### src/rtl/pa_cpu_pkg.sv
// Shared CPU-level constants and types for the interrupt controller.
package pa_cpu;

    localparam int unsigned NBR_IRQ          = 8;
    localparam int unsigned IRQ_IDX_W        = $clog2(NBR_IRQ);
    localparam int unsigned INT_VECTOR_SHIFT = 1;

    typedef enum logic [0:0] {
        IDLE     = 1'b0,
        VECTORED = 1'b1
    } e_int_state;

endpackage

### src/rtl/irq_edge_detect.sv
// One interrupt line: 2-flop synchronizer plus rising-edge pulse.
module irq_edge_detect (
    input  logic clk,
    input  logic arst,
    input  logic irq,
    output logic rise
);

    logic sync1;
    logic sync2;
    logic prev;
    logic primed;
    logic armed;

    // A line already high when reset releases must first be seen low before an edge may count.
    always_ff @(posedge clk or negedge arst) begin
        if (!arst) begin
            sync1  <= 1'b0;
            sync2  <= 1'b0;
            prev   <= 1'b0;
            primed <= 1'b0;
            armed  <= 1'b0;
        end else begin
            sync1  <= irq;
            sync2  <= sync1;
            prev   <= sync2;
            primed <= 1'b1;
            armed  <= armed | (primed & ~sync1);
        end
    end

    assign rise = sync2 & ~prev & armed;

endmodule

### src/rtl/interrupt_controller.sv
// Eight-line prioritised interrupt controller with mask register and vector latch.
module interrupt_controller
    import pa_cpu::*;
(
    input  logic       clk,
    input  logic       arst,
    input  logic [7:0] irq_in,
    input  logic [7:0] z_bus,
    input  logic       irq_en,
    input  logic       ctrl_irq_masks_wrt,
    input  logic       ctrl_int_vector_wrt,
    input  logic       ctrl_int_ack,
    input  logic       ctrl_clear_all_ints,
    output logic       int_pending,
    output logic [7:0] int_vector,
    output logic [7:0] irq_masks,
    output logic [7:0] irq_status,
    output logic       in_service
);

    logic [NBR_IRQ-1:0]   rise;
    logic [NBR_IRQ-1:0]   pending;
    logic [NBR_IRQ-1:0]   pending_next;
    logic [NBR_IRQ-1:0]   clr_mask;
    logic [NBR_IRQ-1:0]   serviceable;
    logic [NBR_IRQ-1:0]   masks;
    logic [IRQ_IDX_W-1:0] vec_idx;
    logic [IRQ_IDX_W-1:0] vec_idx_next;
    logic [IRQ_IDX_W-1:0] svc_idx;
    logic                 svc_any;
    e_int_state           state;
    e_int_state           state_next;

    for (genvar g = 0; g < NBR_IRQ; g++) begin : g_line
        irq_edge_detect u_edge (
            .clk  (clk),
            .arst (arst),
            .irq  (irq_in[g]),
            .rise (rise[g])
        );
    end

    assign serviceable = pending & masks;

    // Scan from the top down so the lowest serviceable index wins.
    always_comb begin
        svc_any = 1'b0;
        svc_idx = '0;
        for (int unsigned i = NBR_IRQ; i > 0; i--) begin
            if (serviceable[i-1]) begin
                svc_any = 1'b1;
                svc_idx = IRQ_IDX_W'(i - 1);
            end
        end
    end

    // clear_all outranks ack, and ack outranks a re-latch in the same cycle.
    always_comb begin
        state_next   = state;
        vec_idx_next = vec_idx;
        clr_mask     = '0;
        if (ctrl_clear_all_ints) begin
            state_next = IDLE;
            clr_mask   = '1;
        end else begin
            case (state)
                IDLE: begin
                    if (ctrl_int_vector_wrt && svc_any) begin
                        state_next   = VECTORED;
                        vec_idx_next = svc_idx;
                    end
                end
                VECTORED: begin
                    if (ctrl_int_ack) begin
                        state_next = IDLE;
                        clr_mask   = {{(NBR_IRQ-1){1'b0}}, 1'b1} << vec_idx;
                    end else if (ctrl_int_vector_wrt && svc_any) begin
                        vec_idx_next = svc_idx;
                    end
                end
                default: state_next = IDLE;
            endcase
        end
        pending_next = (pending & ~clr_mask) | rise;
    end

    always_ff @(posedge clk or negedge arst) begin
        if (!arst) begin
            state   <= IDLE;
            vec_idx <= '0;
            pending <= '0;
            masks   <= '0;
        end else begin
            state   <= state_next;
            vec_idx <= vec_idx_next;
            pending <= pending_next;
            if (ctrl_irq_masks_wrt) begin
                masks <= z_bus;
            end
        end
    end

    assign int_pending = irq_en & (|serviceable);
    assign int_vector  = 8'(vec_idx) << INT_VECTOR_SHIFT;
    assign irq_masks   = masks;
    assign irq_status  = pending;
    assign in_service  = (state == VECTORED);

endmodule

### config.mk
export PLATFORM = sky130hd
export DESIGN_NAME = interrupt_controller
export DESIGN_NICKNAME = d
export VERILOG_FILES = /design/src/rtl/pa_cpu_pkg.sv /design/src/rtl/irq_edge_detect.sv /design/src/rtl/interrupt_controller.sv
export SDC_FILE = /design/constraint.sdc
export NUM_CORES = 1
export LEC_CHECK = 0
export CAP_MARGIN = 20
export CELL_PAD_IN_SITES_DETAIL_PLACEMENT = 0
export CELL_PAD_IN_SITES_GLOBAL_PLACEMENT = 1
export CORE_MARGIN = 5
export CORE_UTILIZATION = 39
export CTS_CLUSTER_DIAMETER = 50
export DETAILED_ROUTE_END_ITERATION = 12
export GPL_TIMING_DRIVEN = 0
export PLACE_DENSITY_LB_ADDON = 0.25
export SLEW_MARGIN = 15
export SYNTH_ARGS = -nofsm -noshare
export SYNTH_HDL_FRONTEND = slang
export SYNTH_HIERARCHICAL = 1
export SYNTH_SLANG_ARGS = --single-unit
### constraint.sdc
create_clock -name clk -period 1.4 [get_ports clk]
set_clock_uncertainty 0.15 [all_clocks]
set_input_delay 0.14 -clock clk [delete_from_list [all_inputs] [get_ports clk]]
set_output_delay 0.14 -clock clk [all_outputs]
set_load 0.01 [all_outputs]
-- Yosys cells after proc, flatten, opt, wreduce, memory -nomap -nowiden
Index checks and enable logic that the tools add are counted.
- output and inout bits: 26
- bits of input ports: 23
- flip-flop bits (word level): 53
- mux-type cells: 26
- equal/unequal tests: 1
- shift-type cells: 1
- bitwise logic cells: 55
- reductions and logical operators: 3
- operators with widths (kind ; number):
    3-bit 2-to-1 mux ; 10
    1-bit AND ; 25
    8-bit 2-to-1 mux ; 3
    1-bit inverter ; 18
    8-bit AND ; 2
    1-bit 2-to-1 mux ; 11
    8-bit inverter ; 1
    1-bit OR ; 8
    8-bit OR ; 1
    8-bit OR reduction ; 1
    1-bit by 3-bit left shift with 8-bit output (first input constant) ; 1
    3-bit case mux with 2 select lines ; 1
    2-bit != test (second input constant) ; 1
    1-bit case mux with 2 select lines ; 1
    2-bit AND reduction ; 1
    1-bit logical AND ; 1

-- Longest topological paths before layout
Gate-level depths: netlist (run 1).
- depth after elaboration: 13
- gate-level depth with buffers: 5

-- By module
The synthesis (run 1) kept the hierarchy.
- modules (own cells, without submodules) (module ; seq. area each (µm²) ; times used ; cells each ; area an instance (µm²)):
    irq_edge_detect ; 125.1 ; 8 ; 10 ; 147.6
    interrupt_controller ; 500.5 ; 1 ; 86 ; 967.2

-- Least setup slack after synthesis (run 1)
No wires, ideal clock.
- kind: reg-to-output
- start: register masks[2], in the netlist irq_masks[2]
- end: output int_pending
- required time: 1110 ps
- cell stages (with the launch flop): 4
- arrival: 1047 ps
- path buffers: 0
- setup slack: 63 ps
- path through: dfrtp_1 -> a22oi_2 -> nand4_2 -> and2_1
- longest elaborated chain between the ends: 3
- RTL lines (item ; line ; text):
    from (decl) ; interrupt_controller.sv:26 ; logic [NBR_IRQ-1:0] masks;
    from (signal assigned) ; interrupt_controller.sv:98 ; masks <= z_bus;
    8-bit AND ; interrupt_controller.sv:43 ; assign serviceable = pending & masks;
    8-bit OR reduction ; interrupt_controller.sv:103 ; assign int_pending = irq_en & (|serviceable);
    1-bit AND ; interrupt_controller.sv:103 ;
    to (decl) ; interrupt_controller.sv:14 ; output logic int_pending,
Every way passes these cells.

-- Worst setup path in the final report (run 1)
Ends and elaborated chain as after synthesis.

==> flow_summary.yaml, run 1 <==
power:
  p_leak_nw: 1.41
  pwr_density_cell_nw_per_um2: 1350
  finalPower_mw: 4.10
  ir_worst_vdd_mv: 0.718
clock_network:
  root_buffer: "clkbuf_8"
  clock_latency_ns: 0.32
  cts_tree: "done"
  path_clk_slew_ns: 0.06
  h-tree-depth: 3
  clock_sink_count: 60
  cts_buffer_depth: 2
  cts_buffers: 9
yosys:
  yosysTopAreaCell: "dfrtp_1"
  syn_area_per_cell_um2: 12.9
  synth_edf_count: 0
  synthArstFlopShare: 1.00
  yosysTopAreaCellShare: 0.699
  synth_cell_type_count: 24
  synth_area_um2: 2150
  ys_ff_latch: 60
  synth_flop_cell: "dfrtp_1"
  synthTopCellsByArea: "dfrtp_1, mux2_2, nand2_1"
  syn-instance-count: 166
  yosysMostFrequentCell: "dfrtp_1"
  seq_area_frac_synth: 0.699
  ys_warn_count: 6
  synthTopCellsByCount: "dfrtp_1, nand2_1, inv_1, nor2_1, conb_1"
route:
  routed_via_density: 4.62
  drc_errors: 0
  drt-total-wl_um: 4420
  ant_nets: 0
  drt_iter0_markers: 63
  wire_per_inst_um: 13.9
  firstDrtPassIters: 4
  vias: 1473
layout:
  antenna_cells: 0
  final_util: 0.557
  fin_area_um2: 3030
  drive_above_1_share: 0.304
  fin_nets: 266
  area_growth_pct: 41.1
  final_cells: 319
critical_path:
  cp_slowest_cell: "dfrtp_1"
  crit_path_start_kind: "flop"
  cp_max_fo: 4
  critPathKind: "reg -> out"
  cp.arrival_ns: 1.49
  max_stage_delay_ns: 0.40
  crit_chain: "a22oi_2 -> nand4_2 -> and2_1 -> buf_2"
  endpoint_kind: "primary output"
  worstPathRequired_ns: 1.11
grt:
  grt_max_degree: 61
  grt_pass1_vias: 1531
  antenna_found_initial: 0
  grt_overflow: 0
  grt_pass1_wl_um: 7390
  grt_usage: 0.135
floorplanning:
  initial_core_util: 0.395
  die_x_um: 84.2
  rows: 27
  io_pins: 49
  design.die.area_um2: 7090
  die_height_um: 84.2
  core_um2: 5440
min_path:
  hp-class: "in -> reg"
timing:
  finalSetupViolations: 3
  drv_slew: 0
  finalHoldViolCount: 0
  worst_slew_pin_slew_ns: 0.721
  whs_ns: 0.0646
  fin_crit_ns: 1.78
  rsz0062_at_grt: "yes"
  setup_tns_ns: -0.843
  max_freq_mhz: 561
  slew_headroom: 0.519
  worst_slack_ns: -0.383
  fin_crit_sh: 1.27
placement:
  placed_area_um2: 2670
  pre_cts_ws_ns: -0.474
  gp_congestion: 0.782
  io_buffers: 42
  dp.cells: 284
  dp_hpwl_um: 3020
run_status:
  violations: "setup timing"
  status: "complete, but fails checks"
flow_run:
  maxCapViolCount: 0
## per-layer routing
metal  wire length [µm]  vias up  share of wire  global-route usage
li1                   -      695              -                   -
met1               1870      717           0.42               0.160
met2               2140       50           0.48               0.212
met3                287       11          0.065              0.0432
met4                119        0          0.027              0.0877
met5                  0        -              0                   0
## logic make-up (layout without fill, tap and decap cells)
kind of cell | after synthesis | after routing | synth area share
DFF | 60 | 60 | 0.699
and+or+nand+nor | 39 | 39 | 0.0792
AOI/OAI and AO/OA | 32 | 32 | 0.123
buffers and inverters | 18 | 95 | 0.0414
other | 9 | 13 | 0.0157
muxes | 8 | 8 | 0.0419
## cells in the final DEF, fill, tap and decap left out, types with 2 or more instances in the layout
cell / count
a21o_1: 8
a21oi_1: 2
a21oi_2: 3
a22oi_2: 4
a31o_1: 3
a31o_2: 5
a32o_1: 3
and3_1: 2
buf_2: 6
buf_4: 16
buf_6: 14
clkbuf_1: 3
clkbuf_8: 10
clkdlybuf4s50_1: 20
conb_1: 13
dfrtp_1: 56
dfrtp_2: 4
dlygate4sd2_1: 12
inv_1: 10
mux2_2: 8
nand2_1: 21
nand3_1: 2
nor2_1: 9
nor2b_1: 2
## registers in the layout, summed over array words and instances, names as in the netlist
name                  flops
vec_idx                   3
g_line.u_edge/armed       8
irq_masks                 8
g_line.u_edge/prev        8
g_line.u_edge/sync2       8
g_line.u_edge/primed      8
irq_status                8
g_line.u_edge/sync1       8
in_service                1
## path summary, 6_finish.rpt
check	from	end	slack [ns]	depth (start not counted)
setup / recovery	irq_masks[2]	int_pending	-0.38	4
hold / removal	ctrl_irq_masks_wrt	irq_masks[6]	0.06	2
setup reg to reg	irq_masks[2]	in_service	-0.23	5
hold reg to reg	g_line[2].u_edge/sync2	g_line[2].u_edge/prev	0.22	0
max in group asynchronous	arst	irq_status[0]	0.31	2
min in group asynchronous	arst	g_line[2].u_edge/armed	0.26	2
## layout make-up
cell class                 instances  area (µm²)
timing repair buffer              62         576
fill                             457        2410
multi-input combinational         92         587
clock buffer                      13         149
sequential                        60        1510
inverter                          11        41.3
clock inverter                     2        35.0
tap                               72        90.1
buffer                             7        47.5
## report_power, final
part	switching, mW	total, mW	internal, mW
sequential	0.130	2.00	1.87
combinational	0.301	0.670	0.369
clock	0.577	1.44	0.860
total	1.01	4.10	3.10
## what timing repair did
item | CTS | global route
gates resized for setup | 54 | 16
pin swaps | 6 | 4
endpoints found under the setup margin | 23 | 15
hold buffers | 1 | 0
endpoints found under the hold margin | 60 | 0
setup buffers | 17 | 3
## worst max-delay path, delay by kind of cell (launching register included)
kind	cells	cell delay, ns
AND/OR/NAND/NOR	2	0.36
flip-flops	1	0.40
buffers and inverters	1	0.13
AO/OA/AOI/OAI	1	0.28
Note: power is estimated with default switching activity, not from simulation.
==> run 2, diff against run 1 <==
--- a/config.mk
+++ b/config.mk
@@ -5,6 +5,7 @@
 export SDC_FILE = /design/constraint.sdc
 export NUM_CORES = 1
 export LEC_CHECK = 0
+export ABC_CLOCK_PERIOD_IN_PS = 1400
 export CAP_MARGIN = 20
 export CELL_PAD_IN_SITES_DETAIL_PLACEMENT = 0
 export CELL_PAD_IN_SITES_GLOBAL_PLACEMENT = 1
@@ -12,6 +13,7 @@
 export CORE_UTILIZATION = 39
 export CTS_CLUSTER_DIAMETER = 50
 export DETAILED_ROUTE_END_ITERATION = 12
+export GPL_ROUTABILITY_DRIVEN = 0
 export GPL_TIMING_DRIVEN = 0
 export PLACE_DENSITY_LB_ADDON = 0.25
 export SLEW_MARGIN = 15
==> results of run 2 <==
Final layout, timing and power as in run 1 (identical DEF).
==> run 3, diff against run 2 <==
--- a/config.mk
+++ b/config.mk
@@ -15,6 +15,7 @@
 export DETAILED_ROUTE_END_ITERATION = 12
 export GPL_ROUTABILITY_DRIVEN = 0
 export GPL_TIMING_DRIVEN = 0
+export HOLD_SLACK_MARGIN = 0.15
 export PLACE_DENSITY_LB_ADDON = 0.25
 export SLEW_MARGIN = 15
 export SYNTH_ARGS = -nofsm -noshare
==> flow_summary.yaml, run 3 (synthesis results as in run 1) <==
clock_network:
  clock_sink_count: 60
  cts_tree: "done"
  clock_latency_ns: 0.32
  path_clk_slew_ns: 0.06
  h-tree-depth: 3
  root_buffer: "clkbuf_8"
  cts_buffers: 9
  cts_buffer_depth: 2
critical_path:
  reg2reg_slack_ns: -0.22
  worstPathRequired_ns: 1.11
  cp.arrival_ns: 1.48
  rr_worst_depth: 5
  cp_max_fo: 4
  endpoint_kind: "primary output"
  r2r_start: "irq_masks[2]"
  worstReg2RegEnd: "in_service"
  crit_path_start_kind: "flop"
  critPathKind: "reg -> out"
layout:
  final_common_cell: "dfrtp_1"
  final_util: 0.574
  area_growth_pct: 45.3
  layout_common_cells: "dfrtp_1, nand2_1, clkdlybuf4s50_1"
  antenna_cells: 0
  drive_above_1_share: 0.293
  fin_nets: 275
route:
  wire_per_inst_um: 13.7
  firstDrtPassIters: 5
  ant_nets: 0
  vias: 1501
  routed_via_density: 4.58
  drc_errors: 0
  drt_iter0_markers: 75
  drt-total-wl_um: 4510
timing:
  fin_crit_ns: 1.77
  max_freq_mhz: 564
  fin_crit_sh: 1.27
  whs_ns: 0.221
  slew_headroom: 0.514
  worst_slack_ns: -0.372
  setup_tns_ns: -0.813
  worst_slew_pin_slew_ns: 0.729
  rsz0062_at_grt: "yes"
  finalSetupViolations: 3
  drv_slew: 0
  finalHoldViolCount: 0
power:
  ir_worst_vdd_mv: 0.718
  pwr_density_cell_nw_per_um2: 1320
  p_leak_nw: 1.45
  finalPower_mw: 4.12
placement:
  dp_hpwl_um: 3020
  pre_cts_ws_ns: -0.474
  io_buffers: 42
floorplanning:
  initial_core_util: 0.395
  io_pins: 49
  rows: 27
  design.die.area_um2: 7090
  die_x_um: 84.2
  die_height_um: 84.2
  core_um2: 5440
min_path:
  hold_start: "g_line[2].u_edge/sync2"
  hp-class: "reg -> reg"
  whs_path_depth: 0
  min_to: "g_line[2].u_edge/prev"
grt:
  grt_max_degree: 61
  grt_pass1_wl_um: 7590
  grt_overflow: 0
  antenna_found_initial: 0
  grt_pass1_vias: 1573
  grt_usage: 0.139
run_status:
  status: "complete, but fails checks"
  violations: "setup timing"
flow_run:
  maxCapViolCount: 0
## run 3: cell types whose count changed in the layout (fill, tap and decap cells not counted), sizes merged
cell,previous run,this run
dlygate4sd3,1,10
## run 3: routing by layer
layer	track usage	up-vias	wire (µm)
li1	-	712	-
met4	0.0877	0	92
met5	0	-	0
met1	0.165	729	1930
met3	0.0432	7	291
met2	0.218	53	2200
## run 3: repair_timing
item | 4_1_cts | 5_1_grt
resized for setup | 54 | 16
setup endpoints to repair | 23 | 15
hold buffers | 10 | 0
setup buffers | 17 | 3
endpoints found under the hold margin | 76 | 0
pin swaps | 6 | 4
## run 3: worst max-delay path by stage
stage                       start               endpoint  slack [ns]  depth (start not counted)
global placement             arst  g_line[4].u_edge/prev       -1.66                          1
detailed placement   irq_masks[2]            int_pending       -0.47                          4
global route         irq_masks[2]            int_pending       -0.43                          4
finish               irq_masks[2]            int_pending       -0.37                          4
CTS                 irq_status[2]            int_pending       -0.38                          4
floorplan            irq_masks[2]            int_pending        0.06                          3
## run 3: worst max-delay path, cell delays in order (launching register included)
cell,delay [ns]
dfrtp_1,0.40
a22oi_2,0.28
nand4_2,0.18
and2_1,0.18
buf_2,0.13
## run 3: stage by stage
stage | area (µm²) | std cells
2_1_floorplan | 2160 | 170
3_3_place_gp | 2670 | 284
3_5_place_dp | 2670 | 284
4_1_cts | 3060 | 326
5_1_grt | 3120 | 328
6_report | 3120 | 328
## run 3: power breakdown
part	internal [mW]	switching, mW
Sequential	1.87	0.129
Combinational	0.385	0.304
Clock	0.860	0.577
Total	3.11	1.01
## run 3: final cells by class
cell class	count	area, µm²
Sequential cell	60	1510
Clock buffer	13	149
Fill cell	453	2320
Timing Repair Buffer	71	666
Buffer	7	47.5
Inverter	11	41.3
Multi-Input combinational cell	92	587
Tap cell	72	90.1
Clock inverter	2	35.0
